### config.mk
export PLATFORM = sky130hd
export DESIGN_NAME = temp_mon_multi
export DESIGN_NICKNAME = d
export VERILOG_FILES = /design/src/rtl/temp_mon_multi.sv
export SDC_FILE = /design/constraint.sdc
export NUM_CORES = 1
export LEC_CHECK = 0
export CAP_MARGIN = 20
export CORE_ASPECT_RATIO = 0.9
export CORE_UTILIZATION = 55
export DETAILED_ROUTE_END_ITERATION = 8
export PLACE_DENSITY = 0.75
export SKIP_LAST_GASP = 1
export SLEW_MARGIN = 20
export SYNTH_ARGS = -nofsm -noshare
export SYNTH_HDL_FRONTEND = slang
export SYNTH_SLANG_ARGS = --single-unit
### constraint.sdc
create_clock -name clk -period 5.7 [get_ports clk]
set_input_delay 1.14 -clock clk [delete_from_list [all_inputs] [get_ports clk]]
set_output_delay 1.14 -clock clk [all_outputs]
set_load 0.05 [all_outputs]
### src/rtl/temp_mon_multi.sv
// Multi-channel ring-oscillator temperature monitor: round-robin scan, windowed edge
// counting averaged over 2^AVG_LOG2 windows, per-channel hysteresis warnings, result stream.
module temp_mon_multi #(
  parameter int N_CH       = 2,
  parameter int CNT_W      = 16,
  parameter int AVG_LOG2   = 2,
  parameter int WIN_CYC    = 1000,
  parameter int SETTLE_CYC = 4
) (
  input  logic             clk,
  input  logic             rst_n,
  input  logic             en,
  input  logic [N_CH-1:0]  osc_in,
  input  logic             cfg_wr,
  input  logic [2:0]       cfg_ch,
  input  logic             cfg_sel,
  input  logic [CNT_W-1:0] cfg_data,
  output logic             sample_valid,
  input  logic             sample_ready,
  output logic [2:0]       sample_ch,
  output logic [CNT_W-1:0] sample_data,
  output logic [N_CH-1:0]  warn,
  output logic             overrun,
  output logic             busy
);

  localparam int ACC_W   = CNT_W + AVG_LOG2;
  localparam int IDX_W   = (AVG_LOG2 > 0) ? AVG_LOG2 : 1;
  localparam int CYC_MAX = (WIN_CYC > SETTLE_CYC) ? WIN_CYC : SETTLE_CYC;
  localparam int CYC_W   = $clog2(CYC_MAX);

  localparam logic [CYC_W-1:0] WIN_LAST = CYC_W'(WIN_CYC - 1);
  localparam logic [CYC_W-1:0] SET_LAST = CYC_W'(SETTLE_CYC - 1);
  localparam logic [IDX_W-1:0] IDX_LAST = IDX_W'((1 << AVG_LOG2) - 1);
  localparam logic [CNT_W-1:0] CNT_MAX  = '1;
  localparam logic [2:0]       CH_LAST  = 3'(N_CH - 1);

  typedef enum logic [1:0] {IDLE, SETTLE, COUNT, UPDATE} state_t;

  state_t             state_q, state_d;
  logic [2:0]         ch_q;
  logic [CYC_W-1:0]   cyc_q;
  logic [IDX_W-1:0]   idx_q;
  logic [CNT_W-1:0]   cnt_q;
  logic [ACC_W-1:0]   acc_q;
  logic [N_CH-1:0]    osc_s1, osc_s2;
  logic               osc_d3;
  logic [CNT_W-1:0]   hi_thr [N_CH];
  logic [CNT_W-1:0]   lo_thr [N_CH];

  logic               osc_sel;
  logic               osc_rise;
  logic [CNT_W-1:0]   hi_cur, lo_cur;
  logic [CNT_W-1:0]   cnt_inc;
  logic [CNT_W-1:0]   avg;
  logic               settle_end, win_end, last_win;
  logic               do_update;
  logic               handshake;

  // Every channel is synchronised; the third flop follows whichever channel is selected.
  // NOTE: clocked blocks use non-blocking assignments so every flop sees pre-edge values.
  always_ff @(posedge clk or negedge rst_n) begin
    if (!rst_n) begin
      osc_s1 <= '0;
      osc_s2 <= '0;
      osc_d3 <= 1'b0;
    end else begin
      osc_s1 <= osc_in;
      osc_s2 <= osc_s1;
      osc_d3 <= osc_sel;
    end
  end

  // NOTE: defaults come first so no path leaves a signal unassigned and infers a latch.
  always_comb begin
    osc_sel = 1'b0;
    hi_cur  = '0;
    lo_cur  = '0;
    for (int i = 0; i < N_CH; i++) begin
      if (ch_q == 3'(i)) begin
        osc_sel = osc_s2[i];
        hi_cur  = hi_thr[i];
        lo_cur  = lo_thr[i];
      end
    end
  end

  assign osc_rise   = osc_sel & ~osc_d3;
  assign cnt_inc    = (osc_rise && cnt_q != CNT_MAX) ? cnt_q + 1'b1 : cnt_q;
  assign avg        = CNT_W'(acc_q >> AVG_LOG2);
  assign settle_end = (cyc_q == SET_LAST);
  assign win_end    = (cyc_q == WIN_LAST);
  assign last_win   = (idx_q == IDX_LAST);
  assign do_update  = en && (state_q == UPDATE);
  assign handshake  = sample_valid && sample_ready;
  assign busy       = (state_q != IDLE);

  always_comb begin
    state_d = state_q;
    if (!en) begin
      state_d = IDLE;
    end else begin
      unique case (state_q)
        IDLE:    state_d = SETTLE;
        SETTLE:  if (settle_end) state_d = COUNT;
        COUNT:   if (win_end && last_win) state_d = UPDATE;
        UPDATE:  state_d = SETTLE;
        default: state_d = IDLE;
      endcase
    end
  end

  always_ff @(posedge clk or negedge rst_n) begin
    if (!rst_n) state_q <= IDLE;
    else        state_q <= state_d;
  end

  // Scan datapath; dropping en discards the partial window but keeps the channel.
  always_ff @(posedge clk or negedge rst_n) begin
    if (!rst_n) begin
      ch_q  <= '0;
      cyc_q <= '0;
      idx_q <= '0;
      cnt_q <= '0;
      acc_q <= '0;
    end else if (!en) begin
      cyc_q <= '0;
      idx_q <= '0;
      cnt_q <= '0;
      acc_q <= '0;
    end else begin
      unique case (state_q)
        SETTLE: begin
          cyc_q <= settle_end ? '0 : cyc_q + 1'b1;
        end
        COUNT: begin
          if (win_end) begin
            cyc_q <= '0;
            cnt_q <= '0;
            acc_q <= acc_q + ACC_W'(cnt_inc);
            if (!last_win) idx_q <= idx_q + 1'b1;
          end else begin
            cyc_q <= cyc_q + 1'b1;
            cnt_q <= cnt_inc;
          end
        end
        default: begin
          cyc_q <= '0;
          idx_q <= '0;
          cnt_q <= '0;
          acc_q <= '0;
        end
      endcase
      if (do_update) ch_q <= (ch_q == CH_LAST) ? 3'd0 : ch_q + 3'd1;
    end
  end

  // NOTE: thresholds are a small flop array, not a RAM, so they can take the async reset.
  always_ff @(posedge clk or negedge rst_n) begin
    if (!rst_n) begin
      for (int i = 0; i < N_CH; i++) begin
        hi_thr[i] <= '0;
        lo_thr[i] <= '0;
      end
    end else if (cfg_wr) begin
      for (int i = 0; i < N_CH; i++) begin
        if (cfg_ch == 3'(i)) begin
          if (cfg_sel) lo_thr[i] <= cfg_data;
          else         hi_thr[i] <= cfg_data;
        end
      end
    end
  end

  // Clear wins when both limits trip; a same-cycle threshold write lands after this compare.
  always_ff @(posedge clk or negedge rst_n) begin
    if (!rst_n) begin
      warn <= '0;
    end else if (do_update) begin
      for (int i = 0; i < N_CH; i++) begin
        if (ch_q == 3'(i)) begin
          if (avg < lo_cur)      warn[i] <= 1'b0;
          else if (avg > hi_cur) warn[i] <= 1'b1;
        end
      end
    end
  end

  always_ff @(posedge clk or negedge rst_n) begin
    if (!rst_n) begin
      sample_valid <= 1'b0;
      sample_ch    <= '0;
      sample_data  <= '0;
      overrun      <= 1'b0;
    end else if (do_update) begin
      sample_valid <= 1'b1;
      sample_ch    <= ch_q;
      sample_data  <= avg;
      overrun      <= sample_valid && !sample_ready;
    end else begin
      overrun <= 1'b0;
      if (handshake) sample_valid <= 1'b0;
    end
  end

endmodule

==> reports/metrics.cfg, run 1 <==
[logic_synthesis]
synth_cell_type_count = 56
syn_area_um2 = 7930
syn_avg_cell_area_um2 = 11.0
syn-num-nets = 801
synth_edf_count = 0
synth_top_cell_by_area = dfrtp_1
synthTopCellsByArea = dfrtp_1 (45%), mux2_2 (16%), ha_1 (8.5%)
synthFlopType = dfrtp_1
ys_seq_area_frac = 0.451
ys_warn_count = 0
synth_top_area_share = 0.451
synth-seq-cells = 143
synthArstFlopShare = 1.00
postSynthCellCount = 719

[floorplan]
die-area_um2 = 14900
start_util = 0.564
io_pins = 51
core_area_um2 = 14100
die_w_um = 129
row_count = 41
die_y_um = 116

[clock_tree]
clock_latency_ns = 0.42
cts-root-buf = clkbuf_16
cts.path.max_buffers = 2
hold_buffers = 0
cts_setup_buffers = 0
clk_pin_slew_worst_paths_ns = 0.06
numCtsBuffers = 17
tritoncts = yes
htreeDepth = 4
cts_resized = 0
clkSinkCount = 143

[placement]
place_ws_ns = 1.89
place_area_um2 = 8620
place_hpwl_mm = 12.2
placedCellCount = 939
gp_congestion = 0.881
io_buffers = 50

[timing]
fin_crit_sh = 0.671
rsz0062_at_grt = false
slew_headroom = 0.311
hold_violations = 0
fin_ws_ns = 1.88
finalClockSkew_ns = 0.00574
period_minus_slack_ns = 3.82
drv_slew = 0
fmax_mhz = 262
finalSetupTns_ns = 0
worst_pin_slew_ns = 1.03
setup-violations-final = 0

[worst_setup_path]
regToRegSetupSlack_ns = 1.88
arrival_ns = 4.13
rr_worst_depth = 11
reg2reg_from = ch_q[1]
critPathLaunchType = register
crit_end = acc_q[14]
crit_path_end_kind = register
r2r-end = acc_q[14]
critPathKind = reg2reg
cp.required_ns = 6.01
critPathLaunch = ch_q[1]
crit_fanout = 6

[worst_hold_path]
min_from = osc_s1[0]
hold_path.class = reg2reg

[pwr]
p_per_area_nw_per_um2 = 347
vdd_drop_max_mv = 0.275
p_leak_uw = 0.00427

[routing]
ant_nets = 0
vias = 5808
drt_iter0_markers = 402
drtPass1Iterations = 6
wire_per_inst_um = 17.9
viasPerCell = 5.98
drt-total-wl_mm = 17.4
drc = 0

[cells_and_area]
diodes = 0
postLayoutCellArea_um2 = 9280
fin_cells = 972
drive_gt1_frac = 0.208
nets = 849
layout_commonest_cell = dfrtp_1
area_delta_synth_final_pct = 16.9
final_cell_mix = dfrtp_1 (143), mux2_2 (111), nand2_1 (67)

[job]
drv_cap = 0

[global_route]
grt-ovfl-total = 0
grt_max_degree = 102
grt_use_total = 0.253
grt_pass1_vias = 5888
grt_pass1_wl_mm = 28.9
antenna_found_initial = 0

[run_status]
status = finished clean

## sequential cells by signal (all words and copies together), names as in the netlist
| register | cells |
|---|---|
| acc_q | 18 |
| osc_d3 | 1 |
| ch_q | 3 |
| sample_valid | 1 |
| osc_s1 | 2 |
| cyc_q | 10 |
| idx_q | 2 |
| overrun | 1 |
| sample_data | 16 |
| state_q | 2 |
| hi_thr | 32 |
| sample_ch | 3 |
| warn | 2 |
| lo_thr | 32 |
| cnt_q | 16 |
| osc_s2 | 2 |
## per-stage QoR
stage               total power (uW)  hold WS, ns  utilization
detailed placement              2050        0.343        0.613
global placement                2010        0.335        0.613
floorplan                       1820        0.331            -
CTS                             3250        0.358        0.658
global route                    3380        0.366        0.660
finish                          3220        0.356        0.660
## logic make-up (layout without fill, tap and decap cells)
group	Yosys count	count (layout)	synth area share
buffers and inverters	40	100	0.0194
adders and majority gates	55	55	0.0877
AOI/OAI and AO/OA	144	144	0.121
xor gates and xnor gates	35	35	0.0386
muxes	115	115	0.163
and+or+nand+nor	187	187	0.120
DFF	143	143	0.451
## worst min-delay path by stage
stage                      to  cells after the start  slack [ns]
finish              osc_s2[0]                      0        0.36
floorplan           osc_s2[0]                      0        0.33
global placement    osc_s2[1]                      0        0.33
detailed placement  osc_s2[0]                      0        0.34
global route        osc_s2[0]                      0        0.37
CTS                 osc_s2[0]                      0        0.36
## cell usage after synthesis (15+ instances only)
cell / instances
nand3_1: 17
nand2_1: 67
o21ai_0: 21
xnor2_1: 23
a31oi_1: 16
ha_1: 54
a22o_1: 15
clkbuf_1: 22
nor2_1: 40
nand4_1: 15
a21oi_1: 34
mux2_2: 111
dfrtp_1: 143
## power breakdown
part	switching, uW	internal [uW]
logic	446	374
clock network	422	763
registers	70.2	1150
## metal layers
metal  up-vias  global-route usage  share of wire
met5         -                   0              0
met4         0              0.0784          0.018
met3        42              0.0596          0.049
met2       163               0.417           0.47
met1      2853               0.333           0.46
li1       2750                   -              -
## final cells by class
type / count / area [um^2]
clock buffer: 21 / 470
clock inverter: 10 / 160
fill: 1065 / 4780
inverter: 12 / 45.0
multi-input combinational: 536 / 4220
sequential: 143 / 3580
tap: 193 / 241
timing repair buffer: 57 / 562
## critical path, cell delays in order, from the launching register on
cell      delay (ns)
dfrtp_1         0.43
or2_4           0.31
or3_1           0.49
nor2_1          0.27
mux2_2          0.41
fa_1            0.45
a211oi_1        0.30
o21ai_0         0.24
a21oi_1         0.34
a21oi_1         0.13
xor2_1          0.16
a22o_1          0.18
No activity file was read; power rests on OpenSTA's default activity.
==> inputs of run 2 (changes only) <==
==> constraint.sdc (replaced) <==
create_clock -name clk -period 3.9 [get_ports clk]
set_input_delay 0.78 -clock clk [delete_from_list [all_inputs] [get_ports clk]]
set_output_delay 0.78 -clock clk [all_outputs]
set_load 0.05 [all_outputs]
==> reports/metrics.cfg, run 2 (synthesis results as in run 1) <==
[worst_hold_path]
hold_depth = 0  ; unchanged
hold_end = osc_s2[1]
min_from = osc_s1[1]
hold_path.class = reg2reg

[worst_setup_path]
worst_path_largest_cell_delay_ns = 0.50  ; about the same
crit_chain = nand4_1 -> buf_4 -> or3_1 -> o21a_1 -> and3_1 -> xor2_1 -> ha_1 -> inv_1 -> o31a_1 -> o211ai_1 -> a21boi_0 -> xnor2_1 -> a22o_1
critPathLaunchType = register
crit_fanout = 9  ; +3
rr_worst_depth = 13  ; +2
critPathKind = reg2reg
crit_path_end_kind = register
regToRegSetupSlack_ns = 0.28  ; -1.59 ns
r2r-end = acc_q[13]
crit_slowest_cell = dfrtp_1
reg2reg_from = cnt_q[6]
arrival_ns = 3.92  ; -0.21 ns
cp.buffers_inverters = 2  ; +2
cp.required_ns = 4.20  ; -1.81 ns
crit_family = compound AO/OA/AOI/OAI gates

[placement]
place_ws_ns = 0.241  ; -1.65 ns
gp_congestion = 0.899  ; +2.1%
place_hpwl_mm = 12.2  ; +0.65%
placedCellCount = 951  ; +1.3%
io_buffers = 50  ; unchanged

[timing]
setup-violations-final = 0  ; unchanged
worst_pin_slew_ns = 1.05  ; +0.0221 ns
fmax_mhz = 276  ; +5.7%
rsz0062_at_grt = false
slew_headroom = 0.296  ; -0.0148
hold_violations = 0  ; unchanged
finalClockSkew_ns = 0.00826  ; +0.00253 ns
fin_crit_sh = 0.928  ; +0.257
fin_ws_ns = 0.282  ; -1.59 ns
finalSetupTns_ns = 0  ; unchanged
drv_slew = 0  ; unchanged
period_minus_slack_ns = 3.62  ; -0.205 ns

[global_route]
grt-ovfl-total = 0  ; unchanged
grt_max_degree = 82  ; -20%
grt_pass1_wl_mm = 28.8  ; -0.21%
antenna_found_initial = 0  ; unchanged
grt_use_total = 0.252  ; -0.00155
grt_pass1_vias = 5849  ; -0.66%

[floorplan]
io_pins = 51  ; unchanged
die_w_um = 129  ; unchanged
die-area_um2 = 14900  ; unchanged
core_area_um2 = 14100  ; unchanged
row_count = 41  ; unchanged
die_y_um = 116  ; unchanged
start_util = 0.564  ; unchanged

[pwr]
p_leak_uw = 0.00432  ; +1.2%
p_per_area_nw_per_um2 = 498  ; +43%
total_power_uw = 4650  ; +44%
vdd_drop_max_mv = 0.359  ; +31%

[routing]
drc = 0  ; unchanged
wl_met3_um = 838  ; -1.6%
dr.max_layer_used = met4
drtPass1Iterations = 5  ; -1
wl_met2_mm = 8.00  ; -2.1%
ant_nets = 0  ; unchanged
drt_iter0_markers = 310  ; -23%
drt-total-wl_mm = 17.2  ; -0.88%
drt-met1-wl_mm = 8.12  ; +1.3%
viasPerCell = 5.91  ; -1.1%
wire_per_inst_um = 17.5  ; -2.1%
vias = 5813  ; +0.086%

[cells_and_area]
layout_commonest_cell = dfrtp_1
nets = 860  ; +1.3%
drive_gt1_frac = 0.216  ; +0.00822
fin_cells = 984  ; +1.2%
final_cell_mix = dfrtp_1 (143), mux2_2 (111), nand2_1 (67)
fill_cells = 1088  ; +2.2%
area_delta_synth_final_pct = 17.7
top_regs = hi_thr (32), lo_thr (32), acc_q (18)
diodes = 0  ; unchanged

[clock_tree]
tritoncts = yes
clkSinkCount = 143  ; unchanged
clk_pin_slew_worst_paths_ns = 0.06  ; about the same
cts.path.max_buffers = 2  ; unchanged
clock_latency_ns = 0.42  ; about the same
htreeDepth = 4  ; unchanged
numCtsBuffers = 17  ; unchanged
cts-root-buf = clkbuf_16
hold_buffers = 0  ; unchanged

[run_status]
status = finished clean

[job]
drv_cap = 0  ; unchanged

==> run 2: changes by cell type in the layout (fill, tap and decap cells not counted) <==
cell        previous run  this run
a21oi_1               34        33
a21oi_2                0         1
buf_4                  5        18
buf_6                  3         1
bufinv_16              4         3
clkbuf_1               1         2
clkbuf_8               3         4
clkinv_4               0         1
clkinvlp_4             4         3
nor2_1                36        39
nor2_2                 4         1
o21ai_0               21        20
o21ai_1                3         4
==> run 2: timing repair <==
action,4_1_cts,5_1_grt
setup buffers,0,1
endpoints found under the setup margin,0,3
endpoints found under the hold margin,0,0
resized for setup,0,2
==> run 2: per-stage QoR <==
stage	area [um^2]	util	hold slack, ns
finish	9340	0.664	0.359
global route	9340	0.664	0.362
CTS	9330	0.663	0.357
detailed placement	8710	0.619	0.335
global placement	8710	0.619	0.333
floorplan	7930	-	0.331
==> run 2: worst register-to-register path, stage by stage (launching register included) <==
cell and delay (ns):
dfrtp_1 0.50, nand4_1 0.15, buf_4 0.18, or3_1 0.42, o21a_1 0.24, and3_1 0.22
xor2_1 0.16, ha_1 0.34, inv_1 0.05, o31a_1 0.35, o211ai_1 0.35, a21boi_0 0.20
xnor2_1 0.17, a22o_1 0.18
==> run 2: final cells by class <==
type | count | area (um^2) | area share
multi-input cells | 536 | 4220 | 0.451
flip-flops and latches | 143 | 3580 | 0.383
repair buffers | 68 | 637 | 0.0682
clock buffers | 23 | 488 | 0.0523
well taps | 193 | 241 | 0.0259
clock inverters | 9 | 131 | 0.0141
inverters | 12 | 45.0 | 0.00482
==> run 2: worst max-delay path by stage <==
stage / cells past startpoint / slack (ns) / end / startpoint
2_1_floorplan: 12 / 0.44 / acc_q[14] / ch_q[1]
3_3_place_gp: 11 / 0.36 / acc_q[14] / ch_q[1]
3_5_place_dp: 11 / 0.24 / acc_q[14] / ch_q[1]
4_1_cts: 11 / 0.21 / acc_q[14] / ch_q[1]
5_1_grt: 12 / 0.05 / acc_q[13] / ch_q[1]
6_report: 13 / 0.28 / acc_q[13] / cnt_q[6]
==> run 2: metal layers <==
metal | up-vias | track usage
met3 | 18 | 0.0582
li1 | 2784 | -
met2 | 161 | 0.404
met4 | 0 | 0.0776
met1 | 2850 | 0.341
met5 | - | 0
==> run 2: power by group <==
group	switching [uW]	leakage, uW	internal [uW]	total [uW]
sequential	106	0.00187	1680	1780
combinational	640	0.00215	551	1190
clock	607	0.000295	1070	1680
total	1350	0.00432	3300	4650
